==> config.mk <==
export PLATFORM = sky130hd
export DESIGN_NAME = pc_unit_flat
export DESIGN_NICKNAME = d
export VERILOG_FILES = /design/src/rtl/pc_unit_if.sv /design/src/rtl/pc_unit.sv /design/src/flat_wrapper.sv
export SDC_FILE = /design/constraint.sdc
export NUM_CORES = 1
export LEC_CHECK = 0
export CAP_MARGIN = 20
export CORE_MARGIN = 5
export CORE_UTILIZATION = 54
export DETAILED_ROUTE_END_ITERATION = 8
export PLACE_DENSITY = 0.88
export SYNTH_ARGS = -nofsm -noshare
export SYNTH_HDL_FRONTEND = slang
export SYNTH_SLANG_ARGS = --single-unit
export TNS_END_PERCENT = 100
==> constraint.sdc <==
create_clock -name clk -period 4.5 [get_ports clk]
set_input_delay 0.9 -clock clk [delete_from_list [all_inputs] [get_ports clk]]
set_output_delay 0.9 -clock clk [all_outputs]
set_load 0.02 [all_outputs]
==> src/rtl/pc_unit_if.sv <==
// Bundle between the control/branch-compare logic and the PC unit.
// master: control side (drives redirect requests), slave: pc_unit.
interface pc_unit_if #(
   parameter int XLEN  = 32,
   parameter int CNT_W = 32
);
   logic             stall_i;
   logic             br_taken_i;
   logic             jalr_i;
   logic [XLEN-1:0]  imm_i;
   logic [XLEN-1:0]  rs1_i;
   logic [XLEN-1:0]  pc_o;
   logic [XLEN-1:0]  pc_plus_o;
   logic             misalign_o;
   logic [XLEN-1:0]  bad_addr_o;
   logic [CNT_W-1:0] retired_o;

   modport master (
      output stall_i, br_taken_i, jalr_i, imm_i, rs1_i,
      input  pc_o, pc_plus_o, misalign_o, bad_addr_o, retired_o
   );

   modport slave (
      input  stall_i, br_taken_i, jalr_i, imm_i, rs1_i,
      output pc_o, pc_plus_o, misalign_o, bad_addr_o, retired_o
   );
endinterface

==> src/rtl/pc_unit.sv <==
// Program-counter unit: PC register, next-PC select (JALR > branch > sequential),
// link value and retired-instruction counter.
// Optional misaligned-target trap enabled by defining PC_MISALIGN_EN.
module pc_unit #(
   parameter int              XLEN         = 32,
   parameter int              INC          = 4,
   parameter logic [XLEN-1:0] RESET_VECTOR = 'h0000_0000,
   parameter logic [XLEN-1:0] TRAP_VECTOR  = 'h0000_0100,
   parameter int              CNT_W        = 32
) (
   input logic clk,
   input logic rst,
   pc_unit_if.slave bus
);

   localparam logic [XLEN-1:0] INC_V = XLEN'(INC);

   logic [XLEN-1:0]  pc_q, pc_d;
   logic [CNT_W-1:0] cnt_q;
   logic [XLEN-1:0]  seq_tgt, br_tgt, jalr_tgt, tgt;
   logic             redirect;

   assign seq_tgt  = pc_q + INC_V;
   assign br_tgt   = pc_q + bus.imm_i;
   assign jalr_tgt = (bus.rs1_i + bus.imm_i) & ~XLEN'(1);

   // Next-PC select; JALR outranks branch when both are raised.
   always_comb begin
      tgt      = seq_tgt;
      redirect = 1'b0;
      if (bus.jalr_i) begin
         tgt      = jalr_tgt;
         redirect = 1'b1;
      end else if (bus.br_taken_i) begin
         tgt      = br_tgt;
         redirect = 1'b1;
      end
   end

`ifdef PC_MISALIGN_EN
   logic            trap;
   logic            misalign_q;
   logic [XLEN-1:0] bad_addr_q;

   // Only redirect targets are checked; sequential targets are aligned by construction of INC.
   assign trap = ~bus.stall_i & redirect & (tgt[1:0] != 2'b00);
   assign pc_d = trap ? TRAP_VECTOR : tgt;

   // Trap status: pulse for one cycle, faulting address held until the next trap.
   always_ff @(posedge clk or posedge rst) begin
      if (rst) begin
         misalign_q <= 1'b0;
         bad_addr_q <= '0;
      end else begin
         misalign_q <= trap;
         if (trap)
            bad_addr_q <= tgt;
      end
   end

   assign bus.misalign_o = misalign_q;
   assign bus.bad_addr_o = bad_addr_q;
`else
   logic [XLEN-1:0] unused_trap_vector;
   logic            unused_redirect;

   assign unused_trap_vector = TRAP_VECTOR;
   assign unused_redirect    = redirect;
   assign pc_d               = tgt;
   assign bus.misalign_o     = 1'b0;
   assign bus.bad_addr_o     = '0;
`endif

   // PC and retired counter advance together on every non-stalled edge.
   always_ff @(posedge clk or posedge rst) begin
      if (rst) begin
         pc_q  <= RESET_VECTOR;
         cnt_q <= '0;
      end else if (!bus.stall_i) begin
         pc_q  <= pc_d;
         cnt_q <= cnt_q + CNT_W'(1);
      end
   end

   assign bus.pc_o      = pc_q;
   assign bus.pc_plus_o = seq_tgt;
   assign bus.retired_o = cnt_q;

endmodule

==> src/flat_wrapper.sv <==
// flat-port wrapper written by rule: the top's interface ports become plain ports
module pc_unit_flat 
#(
   parameter int              XLEN         = 32,
   parameter int              INC          = 4,
   parameter logic [XLEN-1:0] RESET_VECTOR = 'h0000_0000,
   parameter logic [XLEN-1:0] TRAP_VECTOR  = 'h0000_0100,
   parameter int              CNT_W        = 32
)
  (clk, rst, bus_stall_i, bus_br_taken_i, bus_jalr_i, bus_imm_i, bus_rs1_i, bus_pc_o, bus_pc_plus_o, bus_misalign_o, bus_bad_addr_o, bus_retired_o);
  pc_unit_if #(.XLEN(XLEN), .CNT_W(CNT_W)) bus_i ();
  input logic clk;
  input logic rst;
  input wire logic [$bits(bus_i.stall_i)-1:0] bus_stall_i;
  input wire logic [$bits(bus_i.br_taken_i)-1:0] bus_br_taken_i;
  input wire logic [$bits(bus_i.jalr_i)-1:0] bus_jalr_i;
  input wire logic [$bits(bus_i.imm_i)-1:0] bus_imm_i;
  input wire logic [$bits(bus_i.rs1_i)-1:0] bus_rs1_i;
  output wire logic [$bits(bus_i.pc_o)-1:0] bus_pc_o;
  output wire logic [$bits(bus_i.pc_plus_o)-1:0] bus_pc_plus_o;
  output wire logic [$bits(bus_i.misalign_o)-1:0] bus_misalign_o;
  output wire logic [$bits(bus_i.bad_addr_o)-1:0] bus_bad_addr_o;
  output wire logic [$bits(bus_i.retired_o)-1:0] bus_retired_o;
  assign bus_i.stall_i = bus_stall_i;
  assign bus_i.br_taken_i = bus_br_taken_i;
  assign bus_i.jalr_i = bus_jalr_i;
  assign bus_i.imm_i = bus_imm_i;
  assign bus_i.rs1_i = bus_rs1_i;
  assign bus_pc_o = bus_i.pc_o;
  assign bus_pc_plus_o = bus_i.pc_plus_o;
  assign bus_misalign_o = bus_i.misalign_o;
  assign bus_bad_addr_o = bus_i.bad_addr_o;
  assign bus_retired_o = bus_i.retired_o;
  pc_unit #(.XLEN(XLEN), .INC(INC), .RESET_VECTOR(RESET_VECTOR), .TRAP_VECTOR(TRAP_VECTOR), .CNT_W(CNT_W)) u_core (.clk(clk), .rst(rst), .bus(bus_i));
endmodule
==> run metrics <==
drt pass-1 iters=5; GPL Wtd Cong=0.9356; status=finished, final reports clean; filler cell count=about 1.1k; Worst Path Arrival=around 4.2 ns; CTS tree=yes; crit path capture type=register; Crit Path Max Fanout=5; commonest non-fill, non-tap cell in the layout=clkdlybuf4s50_1; clock root buffer=clkbuf_16; Post-synth EDFFs=0; Post-Layout Cell Count=about 1.2k; worst skew pair latency=0.33 ns; Pleak=3.991 nW; most frequent cells in the layout=162 x clkdlybuf4s50_1, 97 x nand2_1, 75 x a21oi_1, 75 x xnor2_1, 74 x nor2_1; setup TNS=0 ns; Die Height=126.0 um; Tightest Hold Check Type=register to register; clk_skew=0.01108 ns; Max-Cap Viols=0; Initial DRC Count=722; yosys warns=0; post-DR vias/cell=approximately 6; Initial Util=54.87%; area occupied by multi-input gates=approximately 5200 um^2; core area=between 10000 and 15000 um^2; Remaining DRCs=0; Post-Layout Inst Area=9211 um^2; slew margin rel.=between 40% and 50%; Max Slew Vio Count=0; Setup-failing EPs final=0; CTS resizes=0; RSZ-0062 raised after global routing=false; #FFs+latches synth=between 60 and 70; final period utilization=87.69%; Reg area=1602 um^2; GRT Residual Overflow=0; Final Hold Fails=0; CTS buffer count=9; Area Overhead vs Synth=26.78%; layout cells sized above 1=5.135%; Post-Place Cells=1230; Worst Hold End=u_core.bus.retired_o[31]$_DFFE_PP0N_; Final ANT Viol Nets=0; Routed WL per cell=about 18 um; fraction of registers with async set/reset=100.0%; Max IR drop VDD=between 0.2 and 0.25 mV; number of cells on the worst hold path=1; Req. time, crit path=4.70 ns; Top Ports=198; Reg clk slew, reported paths=0.06 ns; synthesized cell area=7266 um^2; largest net degree at the start of global routing=51; Worst-Margin Slew=0.8072 ns; Max Freq=0.2534 GHz; DP HPWL=17820 um; Mapped Avg Cell Area=approximately 8 um^2; post-CTS setup buffers=0; Antenna Cells=0; critical path launch point type=primary input; Synth Instances=918; final total power=3.726 mW; number of global-route vias before repair=7277; port buffer count=164; R2R Setup Slk=1.41 ns; Hold Startpoint=u_core.bus.retired_o[31]$_DFFE_PP0N_; first-pass GRT wire length=~36000 um; Row Count=42; fin crit period=approximately 3.9 ns; Reg-to-Reg End=u_core.bus.pc_o[28]$_DFFE_PP0N_; layout net count=1200; Setup CP Type=primary input to register; ys flop type=dfrtp_1; Post-DP Area=8894 um^2; initial antenna violation count=0; Die Width=around 130 um; Clock Sinks=64; Detailed Route WL=around 23000 um; CTS Buffer Depth=2; post-synth cell types=75; reg-to-reg startpoint=u_core.bus.pc_o[0]$_DFFE_PP0P_; GRT Overall Usage=27.38%; PwrDens=about 400 nW/um^2; R2R cell count=12; die area=15870 um^2; hold_buf cts=0; H-tree depth=3; routed via count=~7.5k; sequential cell area fraction in the yosys report=22.04%
-- critical path: stages --
cell and delay [ns]:
clkdlybuf4s50_1 0.44, ha_1 0.37, a21oi_1 0.31, o21ai_0 0.27, nor3_1 0.45, o2111ai_1 0.25
a31oi_1 0.39, a21oi_1 0.18, nand3_1 0.12, a31oi_1 0.07, or3_1 0.39
-- power by group --
part,total [mW],internal (mW),switching [mW]
Combinational,2.16,0.955,1.21
Clock,0.706,0.428,0.277
Sequential,0.857,0.678,0.179
-- layer usage --
metal | global-route usage, % | share of wire, % | vias up
li1 | - | - | 3550
met1 | 35.18 | 41 | 3536
met2 | 45.35 | 47 | 376
met3 | 5.292 | 8.9 | 68
met4 | 11.04 | 3.6 | 0
met5 | 0 | 0 | -
-- logic make-up (layout without fill, tap and decap cells) --
logic type | count (synthesis) | count (layout) | share of synthesized area [%]
buf+inv | 105 | 226 | 7.525
mux | 15 | 15 | 2.187
simple gates | 306 | 306 | 20.17
other cells | 1 | 33 | 0.05161
xor+xnor | 110 | 110 | 13.26
fa+ha+maj | 65 | 65 | 11.40
flops | 64 | 64 | 22.04
compound gates | 252 | 252 | 23.37
-- synthesized netlist by cell type, types with 5 or more instances --
cell / number / share of area, %
a211oi_1: 14 / 1.4
a21o_1: 23 / 2.4
a21oi_1: 75 / 5.2
a22oi_1: 5 / 0.52
a31oi_1: 15 / 1.3
and2_1: 6 / 0.52
and3_1: 18 / 1.5
buf_2: 6 / 0.41
buf_4: 38 / 3.9
clkbuf_1: 20 / 1.0
dfrtp_1: 64 / 22
ha_1: 63 / 11
inv_1: 36 / 1.9
mux2_2: 7 / 1.1
mux2i_1: 8 / 1.1
nand2_1: 97 / 5.0
nand2b_1: 8 / 0.69
nand3_1: 33 / 2.3
nand4_1: 23 / 2.0
nor2_1: 74 / 3.8
nor2b_1: 6 / 0.52
nor3_1: 15 / 1.0
o211ai_1: 10 / 1.0
o21ai_0: 44 / 3.0
o21bai_1: 9 / 0.93
o31ai_1: 5 / 0.52
or3_1: 6 / 0.52
xnor2_1: 75 / 9.0
xor2_1: 35 / 4.2
-- metrics by stage --
stage,setup slack [ns],utilization [%],hold WS (ns)
final,0.5538,69.56,0.4845
after global routing,0.4235,69.56,0.5079
after CTS,0.5610,69.41,0.4907
after detailed placement,0.3511,67.16,0.4834
after global placement,0.4286,67.16,0.4595
after floorplan,1.235,-,0.5823
-- sequential cells by signal, indices dropped and copies added (netlist names) --
name,cells
u_core.bus.pc_o,32
u_core.bus.retired_o,32
-- how the worst max path moves through the flow --
stage / slack (ns) / startpoint / endpoint
detailed placement: 0.35 / bus_imm_i[8] / u_core.bus.pc_o[29]$_DFFE_PP0N_
global route: 0.42 / u_core.bus.pc_o[4]$_DFFE_PP0N_ / bus_pc_plus_o[31]
floorplan: 1.24 / bus_imm_i[0] / u_core.bus.pc_o[28]$_DFFE_PP0N_
CTS: 0.56 / u_core.bus.pc_o[4]$_DFFE_PP0N_ / bus_pc_plus_o[17]
finish: 0.55 / bus_imm_i[8] / u_core.bus.pc_o[31]$_DFFE_PP0N_
global placement: 0.43 / bus_imm_i[8] / u_core.bus.pc_o[29]$_DFFE_PP0N_
-- layout make-up --
class,count,share of cell area (%)
clock buffers,9,2.445
inverters,36,1.467
flip-flops and latches,64,17.39
repair buffers,174,18.66
well taps,176,2.391
clock inverters,7,0.7878
multi-input cells,781,56.86
(Power assumes the default switching activity.)
==> RTL change: new RTL, same flow settings <==
Build with the macro `PC_MISALIGN_EN` defined.
--- a/src/rtl/pc_unit.sv
+++ b/src/rtl/pc_unit.sv
@@ -3,2 +3,4 @@
 // Optional misaligned-target trap enabled by defining PC_MISALIGN_EN.
+`define PC_MISALIGN_EN
+
 module pc_unit #(
Function: changed (a bounded check fails within 4 cycles, from zero or initial values and one cycle with rst high).
==> RTL change against the unedited design <==
Total power is 25% higher; setup slack worse by 62 ps; non-clock buffer count is 35 higher; worst hold slack better by 8.2 ps; wire length is 35% higher; synthesized area is 20% higher; critical path type is now reg2out; critical endpoint is now bus_pc_plus_o[19]; clock power is 4.1% higher; sequential cell count is 33 higher; combinational power is 20% higher; maximum frequency is 1.5% lower; cell area is 20% higher.
==> RTL change: results (changes against the unedited design) <==
* Leak at 0.00464 uW (+16%)
* Drt total wl at 30,600 um (+35%)
* Worst Path Max Fanout at 9 (+4)
* Clock Skews at 6.12 ps (-4.96 ps)
* Post-DP HPWL at 24,300 um (+36%)
* GRT met2 Usage at 54.1% (+8.7 points)
* Cells after DPL at 1,402 (+14%)
* Fill cell count at 1,260 (+16%)
* Yosys cell types at 92 (+23%)
* DR WL/cell at 21.6 um (+19%)
* Total number of vias at 8,846 (+17%)
* Top post-synthesis cells by area: dfrtp_1 (28%), ha_1 (9.1%), xnor2_1 (7.3%)
* PortBufs at 197 (+20%)
* WHS Path Cells at 2 (+1)
* Clk Latency, worst-skew pair at 350 ps (+20 ps)
* Number of global-route vias before repair at 8,574 (+18%)
* R2R depth at 10 (-2)
* 1st-iter DRT viols at 626 (-13%)
* Worst slack at placement at 482 ps (+131 ps)
* Post-DP Area at 0.0108 mm^2 (+21%)
* Met1 Track Usage GR at 41.4% (+6.2 points)
* Synth top cells by count: nand2_1 (106), dfrtp_1 (97), a21oi_1 (89)
* Share of cells above drive strength 1 at 7.24% (+2.1 points)
* GR Util All Layers at 32.2% (+4.8 points)
* Status: completed
* DR pass1 iterations at 6 (+1)
* Seq/Total Area, Yosys at 27.9% (+5.8 points)
* Worst-Margin Slew at 721 ps (-86.0 ps)
-- RTL change: cell count changes in the layout (fill, tap and decap cells not counted), moves of 8 or more --
cell / before / now
a22o_1: 0 / 10
nor3_1: 15 / 23
conb_1: 33 / 0
clkdlybuf4s50_1: 162 / 197
inv_1: 35 / 26
dfrtp_1: 64 / 97
nand2_1: 97 / 106
a31oi_1: 15 / 5
o21ai_1: 3 / 15
o21a_1: 4 / 14
a21oi_1: 75 / 89
nand3_1: 33 / 41
-- RTL change: per-layer routing --
metal,wire (um),vias to the layer above
li1,-,4124
met1,12400,4202
met2,14600,436
met3,2190,84
met4,1370,0
met5,0,-
-- RTL change: kinds of logic after synthesis --
kind of cell | synth area share (%)
simple gates | 20.2
compound gates | 24.8
fa+ha+maj | 9.51
buf+inv | 4.25
mux | 2.80
flops | 27.9
xor+xnor | 10.5
-- RTL change: worst max-delay path, stage by stage, from the launching register on --
cell and delay (ps):
dfrtp_1 580, nand4_1 290, nor4_4 480, nand2_1 190, nor2_1 160, xor2_1 370
clkdlybuf4s50_1 680
-- RTL change: area by class of cell --
class | count | area [um^2] | area share [%]
repair buffers | 209 | 2060 | 18.6
multi-input cells | 851 | 5910 | 53.4
clock buffers | 9 | 225 | 2.04
inverters | 29 | 111 | 1.01
clock inverters | 7 | 60.1 | 0.543
flip-flops and latches | 97 | 2430 | 21.9
well taps | 216 | 270 | 2.44
-- RTL change: final timing paths --
check | endpoint | start | slack (ps)
setup / recovery | bus_pc_plus_o[19] | u_core.bus.pc_o[8] | 490
hold / removal | u_core.bus.bad_addr_o[30] | u_core.bus.bad_addr_o[30] | 490
setup reg to reg | u_core.bus.pc_o[30] | u_core.bus.pc_o[0] | 1320
hold reg to reg | u_core.bus.bad_addr_o[30] | u_core.bus.bad_addr_o[30] | 490
max in group asynchronous | u_core.bus.pc_o[30] | rst | 2830
min in group asynchronous | u_core.bus.retired_o[14] | rst | 910
-- RTL change: where the power goes --
group / switching (uW) / internal (uW) / leakage [uW]
Clock: 349 / 386 / 0.000143
Sequential: 283 / 1060 / 0.00123
Combinational: 1470 / 1130 / 0.00327
-- RTL change: per-stage QoR --
step	hold slack [ps]	util (%)	total power [uW]
detailed placement	477	68.1	3890
global route	516	69.9	4920
finish	493	69.9	4680
CTS	491	69.9	4650
global placement	464	68.1	3870
floorplan	582	-	2850
